===== src/rtl/ltc2333_pkg.sv =====
// Shared definitions for the LTC2333 read/write engines: frame layout and FSM states.
package ltc2333_pkg;

  localparam int unsigned FRAME_BITS  = 24;
  localparam int unsigned RESULT_BITS = 18;
  localparam int unsigned NCHAN       = 8;

  // MSB-first frame as shifted in from SDO
  typedef struct packed {
    logic [RESULT_BITS-1:0] result;
    logic [2:0]             chan_id;
    logic [2:0]             softspan;
  } ltc2333_frame_t;

  typedef enum logic {
    IDLE,
    CAPTURE
  } state_t;

endpackage


===== src/rtl/ltc2333_sync_fifo.sv =====
// Single-clock first-word-fall-through FIFO; a push into a full FIFO is accepted
// only when a pop happens in the same cycle.
module ltc2333_sync_fifo #(
  parameter int unsigned DEPTH = 16,
  parameter int unsigned WIDTH = 32
) (
  input  logic                     clk,
  input  logic                     reset,
  input  logic                     push,
  input  logic [WIDTH-1:0]         push_data,
  input  logic                     pop,
  output logic [WIDTH-1:0]         pop_data,
  output logic                     full,
  output logic                     empty,
  output logic [$clog2(DEPTH):0]   count
);

  localparam int unsigned AW = $clog2(DEPTH);

  logic [WIDTH-1:0] mem [DEPTH];
  logic [AW-1:0]    wr_ptr;
  logic [AW-1:0]    rd_ptr;
  logic             do_push;
  logic             do_pop;

  assign empty    = (count == '0);
  assign full     = (count == (AW+1)'(DEPTH));
  assign do_pop   = pop && !empty;
  assign do_push  = push && (!full || do_pop);
  assign pop_data = mem[rd_ptr];

  always_ff @(posedge clk) begin
    if (do_push) mem[wr_ptr] <= push_data;
  end

  always_ff @(posedge clk) begin
    if (reset) begin
      wr_ptr <= '0;
      rd_ptr <= '0;
      count  <= '0;
    end else begin
      if (do_push) wr_ptr <= wr_ptr + AW'(1);
      if (do_pop)  rd_ptr <= rd_ptr + AW'(1);
      case ({do_push, do_pop})
        2'b10:   count <= count + (AW+1)'(1);
        2'b01:   count <= count - (AW+1)'(1);
        default: count <= count;
      endcase
    end
  end

endmodule


===== src/rtl/ltc2333_read.sv =====
// LTC2333 SDO deserialiser: captures 24-bit frames inside the delayed SCKI window,
// tags them with a conversion sequence number and queues them for a valid/ready sink.
module ltc2333_read
  import ltc2333_pkg::*;
#(
  parameter int unsigned CAPTURE_LATENCY = 2,
  parameter int unsigned FIFO_DEPTH      = 16,
  parameter bit          DISCARD_FIRST   = 1'b1
) (
  input  logic             clk,
  input  logic             reset,
  input  logic             start,
  input  logic             capture_en,
  input  logic [1:0]       sdo_pair,
  input  logic [NCHAN-1:0] active_channels,
  input  logic             clear_flags,
  output logic [31:0]      m_tdata,
  output logic             m_tvalid,
  input  logic             m_tready,
  output logic             frame_err,
  output logic             id_err,
  output logic             overflow,
  output logic [15:0]      drop_cnt
);

  localparam int unsigned CNT_W    = $clog2(FIFO_DEPTH) + 1;
  localparam logic [4:0]  CNT_FULL = 5'(FRAME_BITS);
  localparam logic [4:0]  CNT_LAST = 5'(FRAME_BITS - 2);

  logic cap_d;

  generate
    if (CAPTURE_LATENCY == 0) begin : g_nodly
      assign cap_d = capture_en;
    end else begin : g_dly
      logic [CAPTURE_LATENCY-1:0] cap_sr;
      always_ff @(posedge clk) begin
        if (reset) cap_sr <= '0;
        else       cap_sr <= (cap_sr << 1) | CAPTURE_LATENCY'(capture_en);
      end
      assign cap_d = cap_sr[CAPTURE_LATENCY-1];
    end
  endgenerate

  state_t                state;
  logic                  cap_prev;
  logic [FRAME_BITS-3:0] shreg;
  logic [4:0]            bit_cnt;
  logic [7:0]            conv_seq;
  logic                  discard;
  logic                  start_pend;

  ltc2333_frame_t        frame;
  logic                  complete;
  logic                  keep;
  logic                  pop;
  logic                  drop;
  logic                  bad_id;
  logic                  ferr_evt;
  logic                  fifo_full;
  logic                  fifo_empty;
  logic [CNT_W-1:0]      fifo_count;
  logic [31:0]           fifo_data;

  // Frame completes on the cycle that shifts in the last pair, so push uses the next shreg value
  assign frame    = {shreg, sdo_pair};
  assign complete = (state == CAPTURE) && cap_d && (bit_cnt == CNT_LAST);
  assign keep     = complete && !discard;
  assign pop      = m_tvalid && m_tready;
  assign drop     = keep && fifo_full && !pop;
  assign bad_id   = keep && !active_channels[frame.chan_id];
  assign ferr_evt = (state == CAPTURE) && !cap_d && (bit_cnt != '0) && (bit_cnt != CNT_FULL);

  ltc2333_sync_fifo #(
    .DEPTH (FIFO_DEPTH),
    .WIDTH (32)
  ) u_fifo (
    .clk       (clk),
    .reset     (reset),
    .push      (keep),
    .push_data ({conv_seq, frame}),
    .pop       (m_tready),
    .pop_data  (fifo_data),
    .full      (fifo_full),
    .empty     (fifo_empty),
    .count     (fifo_count)
  );

  assign m_tvalid = !fifo_empty;
  assign m_tdata  = m_tvalid ? fifo_data : '0;

  always_ff @(posedge clk) begin
    if (reset) begin
      state      <= IDLE;
      cap_prev   <= 1'b0;
      shreg      <= '0;
      bit_cnt    <= '0;
      conv_seq   <= '0;
      discard    <= DISCARD_FIRST;
      start_pend <= 1'b0;
      frame_err  <= 1'b0;
      id_err     <= 1'b0;
      overflow   <= 1'b0;
      drop_cnt   <= '0;
    end else begin
      cap_prev <= cap_d;
      case (state)
        IDLE: begin
          // A start seen mid-capture is parked and applied here, before the next window opens
          if (start || start_pend) begin
            conv_seq   <= '0;
            discard    <= DISCARD_FIRST;
            start_pend <= 1'b0;
          end
          if (cap_d && !cap_prev) begin
            state   <= CAPTURE;
            shreg   <= (FRAME_BITS-2)'(sdo_pair);
            bit_cnt <= 5'd2;
          end
        end
        CAPTURE: begin
          if (start) start_pend <= 1'b1;
          if (cap_d) begin
            shreg   <= frame[FRAME_BITS-3:0];
            bit_cnt <= (bit_cnt == CNT_FULL) ? 5'd2 : bit_cnt + 5'd2;
          end else begin
            state   <= IDLE;
            bit_cnt <= '0;
            if (discard) discard  <= 1'b0;
            else         conv_seq <= conv_seq + 8'd1;
          end
        end
        default: state <= IDLE;
      endcase

      frame_err <= ferr_evt | (frame_err & ~clear_flags);
      id_err    <= bad_id   | (id_err & ~clear_flags);
      overflow  <= drop     | (overflow & ~clear_flags);
      if (clear_flags)                   drop_cnt <= drop ? 16'd1 : 16'd0;
      else if (drop && drop_cnt != '1)   drop_cnt <= drop_cnt + 16'd1;
    end
  end

  a_fifo_count : assert property (@(posedge clk) disable iff (reset)
    (fifo_count <= CNT_W'(FIFO_DEPTH)) && (fifo_full == (fifo_count == CNT_W'(FIFO_DEPTH))));

endmodule


===== config.mk =====
export PLATFORM = sky130hd
export DESIGN_NAME = ltc2333_read
export DESIGN_NICKNAME = d
export VERILOG_FILES = /design/src/rtl/ltc2333_pkg.sv /design/src/rtl/ltc2333_sync_fifo.sv /design/src/rtl/ltc2333_read.sv
export SDC_FILE = /design/constraint.sdc
export NUM_CORES = 1
export LEC_CHECK = 0
export BUFFER_PORTS_ARGS = -buffer_cell sky130_fd_sc_hd__buf_4
export CAP_MARGIN = 20
export CORE_ASPECT_RATIO = 1.5
export CORE_MARGIN = 2
export CORE_UTILIZATION = 50
export DETAILED_ROUTE_END_ITERATION = 16
export PLACE_DENSITY = 0.63
export SYNTH_ARGS = -nofsm -noshare
export SYNTH_HDL_FRONTEND = slang
export SYNTH_SLANG_ARGS = --single-unit

===== constraint.sdc =====
create_clock -name clk -period 14.6 [get_ports clk]
set_input_delay 0.73 -clock clk [delete_from_list [all_inputs] [get_ports clk]]
set_output_delay 0.73 -clock clk [all_outputs]
set_load 0.02 [all_outputs]

== Word-level counts from Yosys, hierarchy flattened ==
Memory sizes are Yosys's and may differ from the RTL's. A register that Yosys moved wholly into a read port is not among the register bits.
Cells that the tools add are included.
Word-level totals
  memories kept: 1
  bits of input ports: 16
  RAM bits: 512
  output and inout port bits: 52
  register bits after elaboration: 73
  logic and storage cells: 107
Memories
  u_fifo.mem: depth 16, width 32, read ports 1, clocked after memory_dff 1, write ports 1, line ltc2333_sync_fifo.sv:20  | logic [WIDTH-1:0] mem [DEPTH];
Operators by class
  multiplexer cells: 31
  reductions and logical operators: 30
  add/sub/neg operators: 7
  eq/ne operators: 13
  $lt $le $gt $ge: 1
  bitwise logic cells: 9
Operators with widths (number)
  22-bit two-way mux: 2
  22-bit one-hot mux with 2 select lines: 1
  16-bit two-way mux: 2
  32-bit two-way mux: 1
  8-bit two-way mux: 3
  5-bit one-hot mux with 2 select lines: 2
  16-bit by 1-bit adder with 16-bit output, second input constant: 1
  16-bit != test, second input constant: 1
  8-bit one-hot mux with 2 select lines: 1
  5-bit equality test, second input constant: 3
  5-bit two-way mux: 3
  1-bit logical AND: 13
  2-bit != test, second input constant: 6
  1-bit two-way mux: 10
  4-bit by 1-bit adder with 4-bit output, second input constant: 2
  8-bit by 1-bit adder with 8-bit output, second input constant: 1
  4-bit two-way mux: 2
  1-bit zero test: 7
  1-bit one-hot mux with 2 select lines: 3
  2-bit AND reduction: 3
  5-bit by 1-bit adder with 5-bit output, second input constant: 1
  5-bit by 2-bit adder with 5-bit output, second input constant: 1
  5-bit zero test: 1
  5-bit != test, second input constant: 1
  other kinds (13): 20

== Depth between registers and ports, before layout ==
  depth in word-level cells: 8
  mapped depth: 14
  gate-level depth less buffers: 11

== Modules after synthesis ==
Synthesis repeated with hierarchy kept, for this count alone.
Second synthesis, totals
  cells, all modules: 1225
  area, all modules: 22908.2 sq um
By module, submodules not included
  ltc2333_sync_fifo: instances 1, seq. area each 15715.1 sq um, area an instance 20146.8 sq um, cells each 910
  ltc2333_read: instances 1, seq. area each 1181.1 sq um, area an instance 2761.4 sq um, cells each 315

== Worst setup path after synthesis ==
Ideal clock, no wire load.
  path kind: input port to flip-flop
  start point: in m_tready
  end point: mem u_fifo.mem[0][0], enable pin
  cell stages on the path: 5
  path buffers: 1
  data arrival time: 4463 ps
  path slack: 9635 ps
  path through: nand2b_1 > or2_2 > clkbuf_1 > nand2_1 > nor4_1
Between the ends
  cells in the longest elaborated chain, start to end: 5
Ends and longest elaborated chain
  start, declared: line ltc2333_read.sv:19  | input logic m_tready,
  1-bit logical AND: line ltc2333_sync_fifo.sv:28  | assign do_pop = pop && !empty;
  1-bit logical OR: line ltc2333_sync_fifo.sv:29  | assign do_push = push && (!full || do_pop);
  1-bit logical AND: line ltc2333_sync_fifo.sv:29
  1-bit two-way mux: line ltc2333_sync_fifo.sv:33  | if (do_push) mem[wr_ptr] <= push_data;
  1-bit two-way mux (implied by the code): line ltc2333_sync_fifo.sv:33
  end, declared: line ltc2333_sync_fifo.sv:20
Every way passes these cells.

==> reports/metrics.yaml <==
peakVddDrop_mv: 0.0817
critPathArrivalTime_ps: 3580
yosys.area_share.simple_pct: 3.55
worstSetupPathType: "register to primary output"
ys_seq_area_share_pct: 74.5
postLayoutCellArea_um2: 25600
synth_top_family_by_area: "multiplexers"
ys.flop_type: "edfxtp_1"
combinationalPowerShare_pct: 0.4
grt_pass1_wl_mm: 71.4
switching_share_pct: 18.8
yosysUniqueCellTypes: 52
crit_path_max_incr_delay_ps: 970
tritoncts: "done"
slew_viol_final: 0
cts_setup_buffers: 0
synthMuxAreaShare_pct: 16.1
fin_crit_ps: 4310
timing.final.crit_share_pct: 29.5
cp_max_fo: 67
reg2reg_depth: 6
finClkSkew_ps: 22.0
tns_ps: 0
hold_path_class: "input port to register"
ioPinCount: 68
end_kind: "primary output"
gp_congestion: 0.753
coreArea_um2: 44800
gr-total-overflow: 0
fillers: 3288
wl_mm: 47.9
synthArstFlopShare_pct: 0
hold_path_startpoint: "capture_en"
p_total_mw: 3.18
dp_hpwl_mm: 24.7
die_x_um: 178
synth_edf_count: 512
grtUsageTotal_pct: 20.8
p_int_mw: 2.58
clock_latency_ps: 590
status: "complete, no violations"
power.density_nw_per_um2: 124
via_per_inst: 5.98
path_clk_slew_ps: 70
drtAntennaViolNets: 0
cp-start-kind: "register"
grt_pass1_vias: 11500
synthAdderAreaFrac_pct: 0.607
max_freq_mhz: 232
r2r_setup_slack_ps: 11120
yosys.area.top_type: "edfxtp_1"
rows: 95
switchingPower_uw: 598
dp_worst_setup_slack_ps: 10830
slew_headroom_pct: 26.8
reg2reg_to: "u_fifo.mem[7][27]$_DFFE_PP_"
rsz0062_at_grt: "false"
place_area_um2: 23900
setup_viol: 0
cp_data_required_time_ps: 13870
grt_max_degree: 113
seq_power_share_pct: 56.7
syn_to_final_growth_pct: 13.0
synth_nets: 1190
clockPowerShare_pct: 42.9
wl_per_cell_um: 25.7
antenna_cells: 0
avgSynthCellArea_um2: 19.5
antenna_found_initial: 1
path_common_cell: "buf_4"
cts.sinks: 588
ys_seq_elements: 588
initial_core_util_pct: 50.6
cts_buffers: 52
layout.nets: 1271
clockBufferDepth: 3
cts_resized: 0
hold_end: "g_dly.cap_sr[0]$_SDFF_PP0_"
synth_compound_area_share_pct: 3.16
crit_chain: "buf_4 -> mux4_2 -> mux2i_1 -> o22ai_1 -> buf_4"
hold_viol: 0
maxCapViolations: 0
drc_errors: 0
drtIter0Drc: 986
via_count: 11200
die-area_um2: 47100
yosysTopAreaCellShare_pct: 67.8
synth_area_um2: 22700
syn_inst: 1163
min_path_cells: 2
reg2reg_from: "state$_SDFF_PP0_"
setup_ws_ps: 10290
synthXorXnorAreaFrac_pct: 0.772
worstMarginPinSlew_ps: 1100
cts_root_buffer: "clkbuf_16"
cts_hold_buf: 0
htree_levels: 2
final_util_pct: 57.2
drive_gt1_share_pct: 25.2
cp_slowest_cell: "dfxtp_4"
first_pass_iters: 5
io_buffers: 67
netlist_top_cells_area: "edfxtp_1 (68%), mux4_2 (13%), dfxtp_1 (6.7%), mux2i_1 (3.1%), nor2_1 (1.0%)"
p_leak_nw: 8.18
die_h_um: 265
yosys_warnings: 0
per-layer routing:
metal  vias to the layer above  track usage (%)  wire (um)
li1                       4908                -          -
met1                      5876             27.2      19000
met2                       283             36.1      25400
met5                         -                0         16
met3                        92             3.04       2350
met4                         2             6.00       1190
kinds of logic after synthesis:
logic type	Yosys count
buffers and inverters	79
XOR/XNOR	20
adder cells (fa/ha/maj)	11
multiplexers	202
AO/OA/AOI/OAI	109
AND/OR/NAND/NOR	154
flip-flops	588
layout by cell type (no fill, tap or decap), drive strengths merged, types with 18 or more instances in the layout:
master	instances
clkinv	18
mux4	130
inv	18
a22oi	24
mux2i	70
dfxtp	76
clkbuf	68
buf	89
nor2	61
edfxtp	512
o22ai	34
worst max-delay path by stage:
stage	start	endpoint	slack [ps]	depth (start not counted)
global placement	register	m_tdata[2]	10780	5
floorplan	m_tready	u_fifo.mem[0][0]$_DFFE_PP_	9640	5
finish	register	m_tdata[2]	10290	5
CTS	register	m_tdata[2]	10180	5
detailed placement	register	m_tdata[2]	10830	5
global route	register	m_tdata[0]	10130	5
critical path, delay by kind of cell (launching register included):
family / cells / cell delay (ps)
AO/OA/AOI/OAI: 1 / 400
buffers and inverters: 2 / 1140
flip-flops: 1 / 970
multiplexers: 2 / 450
area by class of cell:
cell class	instances	area, um2	area share [%]
Sequential cell	588	16900	66.0
Multi-Input combinational cell	496	5570	21.7
Clock buffer	68	1420	5.55
Tap cell	582	728	2.84
Timing Repair Buffer	89	681	2.66
Clock inverter	26	264	1.03
Inverter	17	63.8	0.249
sequential cells by signal, summed over array words and instances (netlist names), 2 cells and up, named ones only:
signal	count
u_fifo.mem	512
shreg	22
drop_cnt	16
conv_seq	8
u_fifo.count	5
bit_cnt	4
u_fifo.rd_ptr	4
u_fifo.wr_ptr	4
g_dly.cap_sr	2
Yosys cell counts, types with 3 or more instances:
library cell  number
nand3b_1           3
o31ai_1            4
nor4_1             5
nand3_1            7
clkbuf_1          40
inv_1             17
or2_2              3
dfxtp_1           76
and3_1             9
or4_1              6
o21ai_1            4
o21ai_0            8
nor2_1            61
edfxtp_1         512
nand2b_1           4
xnor2_1            6
ha_1              11
nor2b_1            4
mux4_2           130
buf_2              4
xor2_1            14
nand2_1           17
nand4_1           11
a21oi_1           16
a22oi_1           24
or3_1              5
buf_1             18
o211ai_1           5
o22ai_1           34
and2_1             7
mux2i_1           70
power groups by stage:
stage               clock [mW]  combinational [mW]  sequential (mW)
detailed placement           0              0.0138             1.84
floorplan                    0             0.00705             1.84
finish                    1.36              0.0136             1.80
global route              1.44              0.0149             1.80
CTS                       1.38              0.0138             1.80
global placement             0              0.0136             1.84
per-stage QoR:
| stage | hold WS (ps) | cells |
|---|---|---|
| 2_1_floorplan | 414 | 1163 |
| 3_3_place_gp | 448 | 1772 |
| 3_5_place_dp | 433 | 1772 |
| 4_1_cts | 381 | 1866 |
| 5_1_grt | 409 | 1866 |
| 6_report | 395 | 1866 |
Power figures use the tool's default switching activity.
